<file path="config.mk">
export PLATFORM = sky130hd
export DESIGN_NAME = fetch_sequencer
export DESIGN_NICKNAME = d
export VERILOG_FILES = /design/src/rtl/fetch_sequencer.sv
export SDC_FILE = /design/constraint.sdc
export NUM_CORES = 1
export LEC_CHECK = 0
export BUFFER_PORTS_ARGS = -buffer_cell sky130_fd_sc_hd__buf_2
export CORE_MARGIN = 3
export CORE_UTILIZATION = 50
export DETAILED_ROUTE_END_ITERATION = 12
export GPL_TIMING_DRIVEN = 0
export PLACE_DENSITY_LB_ADDON = 0.05
export SLEW_MARGIN = 40
export SYNTH_ARGS = -nofsm -noshare
export SYNTH_HDL_FRONTEND = slang
export SYNTH_SLANG_ARGS = --single-unit
</file>
<file path="constraint.sdc">
create_clock -name clk -period 2.58 [get_ports clk]
set_input_delay 0.645 -clock clk [delete_from_list [all_inputs] [get_ports clk]]
set_output_delay 0.645 -clock clk [all_outputs]
set_load 0.03 [all_outputs]
</file>
<file path="src/rtl/fetch_sequencer.sv">
// Instruction fetch / program sequencer: fetches 16-bit words, pulses the opcode to
// the control decoder for one cycle, then resolves branch outcome and advances pc.
module fetch_sequencer #(
  parameter int PC_W  = 8,
  parameter int CNT_W = 16
) (
  input  logic             clk,
  input  logic             rst,
  input  logic             en,
  output logic             imem_req,
  output logic [PC_W-1:0]  imem_addr,
  input  logic [15:0]      imem_rdata,
  input  logic             imem_valid,
  output logic [3:0]       opcd,
  output logic [3:0]       rd,
  output logic [3:0]       ra,
  output logic [3:0]       rb,
  output logic [7:0]       imm,
  input  logic [1:0]       branch,
  input  logic             zero,
  input  logic             neg,
  output logic [PC_W-1:0]  pc,
  output logic             illegal,
  output logic [CNT_W-1:0] retire_cnt
);

  typedef enum logic [1:0] {IDLE, FETCH, ISSUE, RESOLVE} state_t;

  state_t           r_state;
  state_t           w_next;
  logic [PC_W-1:0]  r_pc;
  logic [15:0]      r_ir;
  logic [3:0]       r_opcd;
  logic             r_req;
  logic             r_illegal;
  logic [CNT_W-1:0] r_cnt;

  logic             w_taken;
  logic             w_legal;
  logic [PC_W-1:0]  w_offset;
  logic [PC_W-1:0]  w_pc_next;

  always_comb begin
    w_next = r_state;
    case (r_state)
      IDLE:    if (en) w_next = FETCH;
      FETCH: begin
        if (imem_valid)  w_next = ISSUE;
        else if (!en)    w_next = IDLE;
      end
      ISSUE:   w_next = RESOLVE;
      RESOLVE: w_next = en ? FETCH : IDLE;
      default: w_next = IDLE;
    endcase
  end

  // Unknown or reserved branch codes fall through as not taken.
  always_comb begin
    w_taken = 1'b0;
    if (branch == 2'b01 && zero) w_taken = 1'b1;
    if (branch == 2'b10 && neg)  w_taken = 1'b1;
  end

  always_comb begin
    w_legal = 1'b0;
    case (r_opcd)
      4'h0, 4'h1, 4'h2, 4'h3, 4'h4, 4'h7, 4'hC, 4'hD: w_legal = 1'b1;
      default: w_legal = 1'b0;
    endcase
  end

  // Branch offset is relative to the branch instruction's own pc.
  assign w_offset  = PC_W'(signed'(r_ir[7:0]));
  assign w_pc_next = w_taken ? (r_pc + w_offset) : (r_pc + PC_W'(1));

  always_ff @(posedge clk) begin
    if (!rst) begin
      r_state   <= IDLE;
      r_pc      <= '0;
      r_ir      <= '0;
      r_opcd    <= 4'h0;
      r_req     <= 1'b0;
      r_illegal <= 1'b0;
      r_cnt     <= '0;
    end else begin
      r_state <= w_next;
      r_req   <= (w_next == FETCH);
      case (r_state)
        FETCH: begin
          if (imem_valid) begin
            r_ir   <= imem_rdata;
            r_opcd <= imem_rdata[15:12];
          end
        end
        ISSUE: begin
          r_opcd    <= 4'h0;
          r_illegal <= !w_legal;
        end
        RESOLVE: begin
          r_pc      <= w_pc_next;
          r_illegal <= 1'b0;
          if (r_cnt != '1) r_cnt <= r_cnt + CNT_W'(1);
        end
        default: ;
      endcase
    end
  end

  assign imem_req   = r_req;
  assign imem_addr  = r_pc;
  assign pc         = r_pc;
  assign opcd       = r_opcd;
  assign illegal    = r_illegal;
  assign retire_cnt = r_cnt;
  assign rd         = r_ir[11:8];
  assign ra         = r_ir[7:4];
  assign rb         = r_ir[3:0];
  assign imm        = r_ir[7:0];

endmodule

</file>
==> summary.md, run 1 <==
| Metric | Value |
|---|---|
| Row Count | `24` |
| Share of the yosys chip area belonging to registers | `0.379` |
| Cell internal power dissipation | `1.08 mW` |
| Initial Utilization | `0.532` |
| Hold Fails Final Rpt | `0` |
| Core Area | `4470 um^2` |
| Outcome | `completed` |
| Type of the setup path with the least slack | `input port to register` |
| Max Root-Sink Buffers | `2` |
| Source-to-sink clock delay at the later pin of the worst-skew pair | `0.30 ns` |
| Total of max-cap violations | `0` |
| Area occupied by multi-input gates | `about 1300 um^2` |
| Root buffer cell | `sky130_fd_sc_hd__clkbuf_8` |
| Number of setup violations in the final report | `0` |
| Critical-path maximum fanout | `9` |
| Maximum level of the CTS H-tree | `2` |
| Number of nets still failing antenna checks after routing | `0` |
| Number of instances on the worst hold path | `2` |
| Number of buffers added on ports | `81` |
| Fin nets | `406` |
| Total inserted antenna cells | `0` |
| Max Fclk | `422 MHz` |
| Primary flip-flop cell chosen by synthesis mapping | `sky130_fd_sc_hd__dfxtp_1` |
| Post-DP HPWL | `between 4000 and 5000 um` |
| Number of slew-limit violations in the final report | `0` |
| Area of the mapped netlist | `2380 um^2` |
| Post-synthesis cell type count | `47` |
| First-pass detailed-route iteration total | `4` |
| Wire length of the first global-routing pass | `8580 um` |
| Cell taking the most area after synthesis | `sky130_fd_sc_hd__dfxtp_1` |
| # IOs | `82` |
| Clock sinks | `45` |
| Type of origin of the critical path | `input port` |
| Share of layout cells above drive strength 1 | `0.313` |
| Post-synth top area share | `0.379` |
| Switching power share of the total | `0.246` |
| Yosys synthesis warning count | `0` |
| Proportion of power drawn by combinational gates | `0.104` |
| Synthesized area per cell | `~8.3 um^2` |
| Register-to-Register Path Depth | `9` |
| Post-layout min period | `2.37 ns` |
| Register share of total power | `0.504` |
| Kind of capture point of the worst setup path | `register` |
| Clock tree skew after final layout | `0.00757 ns` |
| Most frequent cells after synthesis | `45 x sky130_fd_sc_hd__dfxtp_1, 39 x sky130_fd_sc_hd__nand2_1, 26 x sky130_fd_sc_hd__a21oi_1, 23 x sky130_fd_sc_hd__nor2_1, 16 x sky130_fd_sc_hd__buf_4` |
| Leakage | `1.38 nW` |
| Via/cell ratio | `5.35` |
| Layout overhead on the synthesized area | `25.0%` |
| All-layer global routing usage | `0.199` |
| Total Neg Setup Slack | `0 ns` |
| Worst Hold Class | `register to register` |
| DIE AREA | `about 5600 um^2` |
| Async set or reset register ratio after synthesis | `0` |
| Number of global-route vias before repair | `1907` |
| RSZ-0062 raised after global routing | `false` |
| Measured slew at the worst slew-check pin | `approximately 0.59 ns` |
| Leading post-synthesis cells by cell area | `sky130_fd_sc_hd__dfxtp_1 38%, sky130_fd_sc_hd__nand2_1 6.2%, sky130_fd_sc_hd__a21oi_1 5.5%` |
| Residual DRC | `0` |
| Clock tree from TritonCTS | `yes` |
| Final worst path period share | `0.918` |
| Routability cong. | `0.788` |
| Number of antenna violations at the first check in global routing | `0` |
| Post-synth net total | `around 320` |
| Per-cell routed wire length | `12.9 um` |
| Clock network fraction of design power | `0.392` |
| Die extent in y | `approximately 75 um` |
| Req. time, crit path | `2.76 ns` |
| X dimension of the die | `75.0 um` |
| Sequential cell area | `901 um^2` |
| Maximum ir drop on the vdd rail | `0.310 mV` |
| Post-synthesis sequential element count | `between 40 and 50` |
| Top-count cell post-synth | `sky130_fd_sc_hd__dfxtp_1` |
| Sw Pwr | `around 350 uW` |
| Routed vias | `2278` |
| Arrival time reported for the critical path endpoint | `roughly 2.6 ns` |
| Slew margin rel. | `0.597` |
| Post-detailed-routing wire length | `between 5000 and 6000 um` |
| Clock-pin transition on the worst setup and hold timing paths | `0.08 ns` |
| Number of flops mapped to enable cells by yosys | `0` |
| Worst hold margin | `approximately 0.46 ns` |
| DRC marker count from the first detailed-route iteration | `98` |
| Filler Cells Inserted | `415` |
| Number of buffers created by CTS | `5` |
| Largest net degree at the start of global routing | `15` |
| Cell area power density | `around 480 nW/um^2` |
| Postcts setup bufs | `0` |
| Total gr overflow | `0` |
| Cells after synthesis | `285` |
==> layer usage <==
layer / vias to the layer above / GRT usage / wire, um
li1: 1154 / - / -
met1: 1041 / 0.279 / 2580
met2: 77 / 0.292 / 2510
met3: 6 / 0.0481 / 358
met4: 0 / 0.0791 / 60
met5: - / 0 / 0
==> through the flow <==
| step | setup slack, ns | area (um^2) | total power, mW | cells | util |
|---|---|---|---|---|---|
| 3_5_place_dp | -0.208 | 2850 | 0.886 | 418 | 0.637 |
| 4_1_cts | 0.0893 | 2970 | 1.44 | 426 | 0.664 |
| 5_1_grt | 0.0197 | 2970 | 1.48 | 426 | 0.664 |
| 2_1_floorplan | 0.178 | 2380 | 0.832 | 285 | - |
| 3_3_place_gp | -0.170 | 2850 | 0.883 | 418 | 0.637 |
| 6_report | 0.212 | 2970 | 1.43 | 426 | 0.664 |
==> kinds of logic after synthesis <==
family          Yosys count  synth area share
mux                       2           0.00842
buf+inv                  36            0.0831
flops                    45             0.379
fa+ha+maj                 9            0.0505
compound gates           62             0.165
xor+xnor                 13            0.0479
simple gates            118             0.266
==> cell usage in the layout (no fill, tap or decap), types with 5 or more instances in the layout <==
cell and instances:
sky130_fd_sc_hd__a211oi_1 6, sky130_fd_sc_hd__inv_1 8, sky130_fd_sc_hd__nand3_1 7, sky130_fd_sc_hd__a21oi_1 26, sky130_fd_sc_hd__o21ai_0 5, sky130_fd_sc_hd__dfxtp_1 45, sky130_fd_sc_hd__xnor2_1 10, sky130_fd_sc_hd__clkbuf_8 6
sky130_fd_sc_hd__buf_4 16, sky130_fd_sc_hd__ha_1 8, sky130_fd_sc_hd__and2_1 11, sky130_fd_sc_hd__nor2_1 23, sky130_fd_sc_hd__buf_2 83, sky130_fd_sc_hd__nand2_1 39, sky130_fd_sc_hd__nand4_1 5, sky130_fd_sc_hd__nor2b_1 5
sky130_fd_sc_hd__clkbuf_1 10
==> sequential cells by signal, summed over array words and instances (netlist names) <==
register,cells
w_legal,1
opcd,4
illegal,1
imem_req,1
retire_cnt,16
r_state,2
r_ir,12
imem_addr,8
==> timing repair <==
item | in CTS | in global routing
hold buffers | 0 | 0
gates resized for setup | 0 | 1
endpoints found under the setup margin | 0 | 3
==> final cells by class <==
type | count | area share
clock inverter | 2 | 0.0126
multi-input combinational | 204 | 0.432
clock buffer | 6 | 0.0278
timing repair buffer | 81 | 0.136
sequential | 45 | 0.303
buffer | 28 | 0.0564
inverter | 8 | 0.0101
tap | 52 | 0.0219
==> worst max-delay path: stages <==
cell and delay (ns):
sky130_fd_sc_hd__buf_2 0.11, sky130_fd_sc_hd__nand3b_1 0.09, sky130_fd_sc_hd__o21ai_2 0.12, sky130_fd_sc_hd__nand2b_1 0.10, sky130_fd_sc_hd__ha_1 0.19, sky130_fd_sc_hd__inv_1 0.06
sky130_fd_sc_hd__fa_1 0.38, sky130_fd_sc_hd__nor2b_1 0.16, sky130_fd_sc_hd__o21ai_0 0.11, sky130_fd_sc_hd__a21boi_0 0.33, sky130_fd_sc_hd__o21a_1 0.17, sky130_fd_sc_hd__o211ai_1 0.09
==> power groups by stage <==
stage	registers, mW	logic (mW)	clock network, mW
after floorplan	0.758	0.0744	0
after global placement	0.737	0.146	0
after detailed placement	0.738	0.148	0
after CTS	0.721	0.149	0.570
after global routing	0.723	0.164	0.591
final	0.721	0.148	0.560
==> path summary, 6_finish.rpt <==
check | slack [ns] | start | end
hold / removal | 0.46 | r_ir[8] | r_ir[8]
hold reg to reg | 0.46 | r_ir[8] | r_ir[8]
setup / recovery | 0.21 | branch[0] | imem_addr[6]
setup reg to reg | 0.47 | r_ir[0] | imem_addr[6]
No activity file was read; power rests on OpenSTA's default activity.
==> run 2, diff against run 1 <==
--- a/config.mk
+++ b/config.mk
@@ -10,7 +10,7 @@
 export CORE_UTILIZATION = 50
 export DETAILED_ROUTE_END_ITERATION = 12
 export GPL_TIMING_DRIVEN = 0
-export PLACE_DENSITY_LB_ADDON = 0.05
+export PLACE_DENSITY = 0.88
 export SLEW_MARGIN = 40
 export SYNTH_ARGS = -nofsm -noshare
 export SYNTH_HDL_FRONTEND = slang
==> run 2 against run 1 <==
  * Clock power rose by 12%
  * Die area is the same
  * Via count rose by 3.0%
  * Critical path type unchanged
  * Largest power group unchanged
  * Largest cell class unchanged
==> summary.md, run 2 (same netlist as run 1, synthesis figures left out) <==
| Metric | Value |
|---|---|
| Outcome | `completed` |
| Clock-pin transition on the worst setup and hold timing paths | `0.09 ns (about the same)` |
| Non-Filler Instances | `426 (unchanged)` |
| Number of flip-flops under the largest register name | `16 (unchanged)` |
| Clock sinks | `45 (unchanged)` |
| Cell area power density | `501 nW/um^2 (+4.3%)` |
| Largest net degree at the start of global routing | `15 (unchanged)` |
| Fin nets | `406 (unchanged)` |
| Die extent in y | `75.0 um (unchanged)` |
| Finished Core Util | `0.668 (+0.00308)` |
| Initial Utilization | `0.532 (unchanged)` |
| Number of antenna violations at the first check in global routing | `0 (unchanged)` |
| Instance count after placement with tap cells included | `418 (unchanged)` |
| Filler Cells Inserted | `368 (-11%)` |
| Post-layout min period | `2.39 ns (+0.0259 ns)` |
| Start point of the worst min-delay path | `r_ir[11]` |
| DIE AREA | `5620 um^2 (unchanged)` |
| Number of global-route vias before repair | `2062 (+8.1%)` |
| Type of the setup path with the least slack | `input port to register` |
| Kind of capture point of the worst setup path | `register` |
| Total inserted antenna cells | `0 (unchanged)` |
| Top library cells by usage in the layout, fill and taps aside | `83 x sky130_fd_sc_hd__buf_2, 45 x sky130_fd_sc_hd__dfxtp_1, 39 x sky130_fd_sc_hd__nand2_1` |
| Total of hold buffers inserted after clock tree synthesis | `0 (unchanged)` |
| Setup slack of the most critical reg-to-reg path | `0.43 ns (-0.04 ns)` |
| Slew margin rel. | `0.582 (-0.0144)` |
| Total gr overflow | `0 (unchanged)` |
| End of the worst hold path | `r_ir[11]` |
| First-pass detailed-route iteration total | `4 (unchanged)` |
| Routed vias | `2346 (+3.0%)` |
| Row Count | `24 (unchanged)` |
| Layout overhead on the synthesized area | `25.6%` |
| Type of origin of the critical path | `input port` |
| Per-cell routed wire length | `13.7 um (+6.0%)` |
| Worst Hold Class | `register to register` |
| Residual DRC | `0 (unchanged)` |
| Number of setup violations in the final report | `0 (unchanged)` |
| Core Area | `4470 um^2 (unchanged)` |
| Register-to-Register Path Depth | `9 (unchanged)` |
| Number of nets still failing antenna checks after routing | `0 (unchanged)` |
| Post-detailed-routing wire length | `5840 um (+6.0%)` |
| Final worst path period share | `0.928 (+0.0100)` |
| Clock tree from TritonCTS | `yes` |
| Wire length of the first global-routing pass | `9180 um (+7.0%)` |
| Critical-path maximum fanout | `9 (unchanged)` |
| Max Fclk | `418 MHz (-1.1%)` |
| X dimension of the die | `75.0 um (unchanged)` |
| RSZ-0062 raised after global routing | `false` |
| Number of instances on the worst hold path | `2 (unchanged)` |
| Max Root-Sink Buffers | `2 (unchanged)` |
| Maximum level of the CTS H-tree | `2 (unchanged)` |
| Req. time, crit path | `2.76 ns (about the same)` |
| Leading cell type in the layout, fill and taps excluded | `sky130_fd_sc_hd__buf_2` |
| All-layer global routing usage | `0.209 (+0.0102)` |
| Hold Fails Final Rpt | `0 (unchanged)` |
| Source-to-sink clock delay at the later pin of the worst-skew pair | `0.30 ns (about the same)` |
| Worst reg2reg endpoint | `imem_addr[6]` |
| Start of the worst register-to-register path | `r_ir[0]` |
| # IOs | `82 (unchanged)` |
| Number of buffers created by CTS | `5 (unchanged)` |
| Post-DP HPWL | `4350 um (+3.4%)` |
| Number of buffers added on ports | `81 (unchanged)` |
| Root buffer cell | `sky130_fd_sc_hd__clkbuf_8` |
| DRC marker count from the first detailed-route iteration | `131 (+34%)` |
| Start point of the critical path | `branch[1]` |
| Worst hold margin | `0.455 ns (-0.00293 ns)` |
| Clock tree skew after final layout | `0.0102 ns (+0.00266 ns)` |
| Via/cell ratio | `5.51 (+3.0%)` |
| Maximum ir drop on the vdd rail | `0.317 mV (+2.2%)` |
| Share of layout cells above drive strength 1 | `0.313 (unchanged)` |
| Arrival time reported for the critical path endpoint | `2.57 ns (+0.02 ns)` |
| Measured slew at the worst slew-check pin | `0.611 ns (+0.0210 ns)` |
| Total of max-cap violations | `0 (unchanged)` |
| Number of slew-limit violations in the final report | `0 (unchanged)` |
| Leakage | `1.39 nW (+0.78%)` |
| Routability cong. | `0.854 (+8.4%)` |
-- run 2: cell types whose count changed in the layout (fill, tap and decap cells not counted), sizes merged --
cell	previous run	this run
clkinvlp	1	0
bufinv	1	2
clkinv	0	1
clkbuf	16	15
-- run 2: timing repair --
item                       in CTS  in global routing
resized for setup               0                  1
setup buffers                   0                  0
setup endpoints to repair       0                  3
-- run 2: cell type report --
type                    count  area [um^2]  area share
multi-input cells         204         1280       0.430
flip-flops and latches     45          901       0.302
repair buffers             81          405       0.136
plain buffers              28          168      0.0561
clock buffers               5         68.8      0.0230
clock inverters             3         65.1      0.0218
well taps                  52         65.1      0.0218
inverters                   8         30.0      0.0101
-- run 2: per-stage QoR --
stage / setup TNS (ns) / power [mW] / area (um^2) / worst slack (ns)
after CTS: 0 / 1.50 / 2980 / 0.0116
after global placement: -0.585 / 0.882 / 2850 / -0.198
after detailed placement: -0.698 / 0.885 / 2850 / -0.241
after global routing: 0 / 1.54 / 2990 / 0.0289
final: 0 / 1.50 / 2990 / 0.186
after floorplan: 0 / 0.832 / 2380 / 0.178
-- run 2: worst max-delay path by stage --
stage,end,depth (start not counted)
6_report,imem_addr[6],12
5_1_grt,imem_addr[6],10
4_1_cts,imem_addr[6],10
3_5_place_dp,imem_addr[6],10
3_3_place_gp,imem_addr[6],10
2_1_floorplan,imem_addr[6],11
-- run 2: where the power goes --
group,leakage (nW),total [mW],switching (mW),internal (mW)
Combinational,0.957,0.150,0.0959,0.0540
Clock,0.0681,0.625,0.241,0.385
Sequential,0.364,0.722,0.0136,0.708
Total,1.39,1.50,0.350,1.15
-- run 2: worst max-delay path: stages --
cell,delay [ns]
sky130_fd_sc_hd__buf_2,0.09
sky130_fd_sc_hd__nand3b_1,0.11
sky130_fd_sc_hd__o21ai_2,0.13
sky130_fd_sc_hd__nand2b_1,0.10
sky130_fd_sc_hd__ha_1,0.18
sky130_fd_sc_hd__inv_1,0.06
sky130_fd_sc_hd__fa_1,0.38
sky130_fd_sc_hd__nor2b_1,0.16
sky130_fd_sc_hd__o21ai_0,0.10
sky130_fd_sc_hd__a21boi_0,0.34
sky130_fd_sc_hd__o21a_1,0.18
sky130_fd_sc_hd__o211ai_1,0.10
-- run 2: routing by layer --
layer  share of wire  GRT usage  vias up  wire [um]
met3           0.046     0.0374       13        268
met2            0.50      0.358       64       2920
li1                -          -     1153          -
met5               0          0        -          0
met1            0.44      0.262     1116       2550
met4           0.017     0.0751        0         99
==> run 3, diff against run 2 <==
--- a/config.mk
+++ b/config.mk
@@ -9,8 +9,8 @@
 export CORE_MARGIN = 3
 export CORE_UTILIZATION = 50
 export DETAILED_ROUTE_END_ITERATION = 12
-export GPL_TIMING_DRIVEN = 0
 export PLACE_DENSITY = 0.88
+export SETUP_SLACK_MARGIN = 0.3
 export SLEW_MARGIN = 40
 export SYNTH_ARGS = -nofsm -noshare
 export SYNTH_HDL_FRONTEND = slang
==> run 3 against run 2 <==
  * Maximum frequency grew 6.0%
  * Clock power shrank 25%
  * Sequential share of layout area grew 0.67 points
  * Non-clock buffer count shrank 20
  * First-iteration DRC count grew 48%
  * Die area is the same
  * Critical path type unchanged
==> summary.md, run 3 (same netlist as run 1, synthesis figures left out) <==
| Metric | Value |
|---|---|
| Req. time, crit path | `2.77 ns (about the same)` |
| Number of nets still failing antenna checks after routing | `0 (unchanged)` |
| Number of setup violations in the final report | `0 (unchanged)` |
| First-pass detailed-route iteration total | `5 (+1)` |
| Total inserted antenna cells | `0 (unchanged)` |
| Total power consumption of the routed design | `1.34 mW (-11%)` |
| Per-cell routed wire length | `14.9 um (+8.4%)` |
| Source-to-sink clock delay at the later pin of the worst-skew pair | `0.31 ns (about the same)` |
| Row Count | `24 (unchanged)` |
| Type of the setup path with the least slack | `input port to register` |
| Routed vias | `2246 (-4.3%)` |
| Clock tree from TritonCTS | `yes` |
| Clock-pin transition on the worst setup and hold timing paths | `0.10 ns (about the same)` |
| Core Area | `4470 um^2 (unchanged)` |
| Root buffer cell | `sky130_fd_sc_hd__clkbuf_8` |
| Start point of the worst min-delay path | `r_ir[9]` |
| Final worst path period share | `0.875 (-0.0529)` |
| Cell chain of the critical path | `buf_2 -> nand3b_1 -> o21ai_4 -> nand2b_1 -> ha_4 -> inv_2 -> fa_2 -> nor2b_2 -> o21ai_2 -> a21boi_2 -> o21a_1 -> o211ai_1` |
| Kind of capture point of the worst setup path | `register` |
| Max Root-Sink Buffers | `2 (unchanged)` |
| Max Fclk | `443 MHz (+6.0%)` |
| Number of slew-limit violations in the final report | `0 (unchanged)` |
| Outcome | `completed` |
| Cell area power density | `458 nW/um^2 (-8.6%)` |
| Clock tree skew after final layout | `0.00978 ns (-0.000448 ns)` |
| End of the worst hold path | `r_ir[9]` |
| Start point of the critical path | `branch[0]` |
| DIE AREA | `5620 um^2 (unchanged)` |
| Final std cell area, no fill | `2920 um^2 (-2.2%)` |
| Buffering stage count on the worst path with inverters included | `2 (unchanged)` |
| Routability cong. | `0.853 (-0.13%)` |
| RSZ-0062 raised after global routing | `true` |
| Clock sinks | `45 (unchanged)` |
| Wire length of the first global-routing pass | `8840 um (-3.8%)` |
| Largest net degree at the start of global routing | `19 (+4)` |
| Slew margin rel. | `0.548 (-0.0341)` |
| Number of flip-flops under the largest register name | `16 (unchanged)` |
| Hold Fails Final Rpt | `0 (unchanged)` |
| Leading cell type in the layout, fill and taps excluded | `sky130_fd_sc_hd__buf_2` |
| Die extent in y | `75.0 um (unchanged)` |
| Register-to-Register Path Depth | `5 (-4)` |
| Setup WS post-layout | `0.323 ns (+0.137 ns)` |
| # IOs | `82 (unchanged)` |
| Filler Cells Inserted | `365 (-0.82%)` |
| Total Neg Setup Slack | `0 ns (unchanged)` |
| Residual DRC | `0 (unchanged)` |
| Measured slew at the worst slew-check pin | `0.661 ns (+0.0499 ns)` |
| Slowest stage cell, crit path | `sky130_fd_sc_hd__fa_2` |
| Leakage | `1.31 nW (-6.0%)` |
| Delay-heaviest family, CP | `compound AO/OA/AOI/OAI gates` |
| Start of the worst register-to-register path | `r_state[0]` |
| Critical-path maximum fanout | `7 (-2)` |
| Maximum level of the CTS H-tree | `2 (unchanged)` |
| Number of buffers created by CTS | `5 (unchanged)` |
| Area occupied by multi-input gates | `1360 um^2 (+5.9%)` |
| Fin nets | `386 (-4.9%)` |
| Post-layout min period | `2.26 ns (-0.137 ns)` |
| Type of origin of the critical path | `input port` |
| Sequential cell area | `901 um^2 (unchanged)` |
| Via/cell ratio | `5.53 (+0.45%)` |
| Share of layout cells above drive strength 1 | `0.339 (+0.0261)` |
| Total of hold buffers inserted after clock tree synthesis | `0 (unchanged)` |
| Post-place setup slack | `-0.0562 ns (+0.185 ns)` |
| X dimension of the die | `75.0 um (unchanged)` |
| Layout overhead on the synthesized area | `22.8%` |
| All-layer global routing usage | `0.200 (-0.00860)` |
| Finished Core Util | `0.653 (-0.0145)` |
| Maximum ir drop on the vdd rail | `0.447 mV (+41%)` |
| Top library cells by usage in the layout, fill and taps aside | `80 x sky130_fd_sc_hd__buf_2, 45 x sky130_fd_sc_hd__dfxtp_1, 38 x sky130_fd_sc_hd__nand2_1` |
| Initial Utilization | `0.532 (unchanged)` |
| Worst Hold Class | `register to register` |
| Delay of the slowest cell on the worst path | `0.37 ns (about the same)` |
| Total gr overflow | `0 (unchanged)` |
| Total of max-cap violations | `0 (unchanged)` |
| Number of buffers added on ports | `81 (unchanged)` |
| Arrival time reported for the critical path endpoint | `2.45 ns (-0.12 ns)` |
| Post-detailed-routing wire length | `6030 um (+3.3%)` |
| Worst reg2reg endpoint | `retire_cnt[15]` |
| Number of antenna violations at the first check in global routing | `0 (unchanged)` |
| Number of instances on the worst hold path | `2 (unchanged)` |
| Number of global-route vias before repair | `2018 (-2.1%)` |
| Post-DP HPWL | `4120 um (-5.3%)` |
| Post-placement cell area | `2700 um^2 (-5.2%)` |
| DRC marker count from the first detailed-route iteration | `194 (+48%)` |
| Setup slack of the most critical reg-to-reg path | `0.60 ns (+0.17 ns)` |
[run 3: cell types whose count changed in the layout (fill, tap and decap cells not counted), moves of 2 or more]
cell / delta
sky130_fd_sc_hd__clkbuf_1: -10
sky130_fd_sc_hd__bufinv_16: -2
sky130_fd_sc_hd__buf_4: -8
sky130_fd_sc_hd__inv_6: +2
sky130_fd_sc_hd__o21ai_0: -2
sky130_fd_sc_hd__ha_1: -3
sky130_fd_sc_hd__buf_2: -3
sky130_fd_sc_hd__ha_4: +3
[run 3: power by group]
part	internal [mW]	switching (mW)	total (mW)
clock	0.198	0.273	0.471
sequential	0.708	0.0157	0.724
combinational	0.0516	0.0924	0.144
total	0.958	0.381	1.34
[run 3: how the worst max path moves through the flow]
stage               slack (ns)  cells past startpoint      endpoint
global placement          0.10                     12  imem_addr[4]
floorplan                 0.29                     10  imem_addr[7]
global route              0.24                     12  imem_addr[6]
CTS                       0.31                     11  imem_addr[7]
finish                    0.32                     12  imem_addr[6]
detailed placement       -0.06                     11  imem_addr[7]
[run 3: worst register-to-register path: stages (launching register included)]
cell	delay (ns)
sky130_fd_sc_hd__dfxtp_1	0.57
sky130_fd_sc_hd__nand2_2	0.31
sky130_fd_sc_hd__a2111oi_0	0.59
sky130_fd_sc_hd__nand4_1	0.19
sky130_fd_sc_hd__xor2_1	0.16
sky130_fd_sc_hd__nor2_1	0.05
[run 3: layout make-up]
type | count | share of cell area
clock inverters | 3 | 0.00857
repair buffers | 89 | 0.161
well taps | 52 | 0.0223
multi-input cells | 204 | 0.466
inverters | 8 | 0.0103
flip-flops and latches | 45 | 0.308
clock buffers | 5 | 0.0236
[run 3: what timing repair did]
| action | in CTS | in global routing |
|---|---|---|
| gates resized for setup | 2 | 16 |
| cloned | 0 | 0 |
| pin swaps | 1 | 10 |
| endpoints found under the setup margin | 2 | 3 |
| setup buffers | 1 | 5 |
[run 3: per-stage QoR]
step,instances,hold WS (ns)
floorplan,285,0.520
global placement,392,0.442
detailed placement,392,0.447
CTS,401,0.460
global route,406,0.479
finish,406,0.456
[run 3: metal layers]
metal  global-route usage  vias up  wire (um)  share of wire
li1                     -     1108          -              -
met1                0.248     1042       2600           0.43
met3               0.0534       12        357          0.059
met4               0.0573        0         91          0.015
met5                    0        -          0              0
met2                0.341       84       2980           0.49
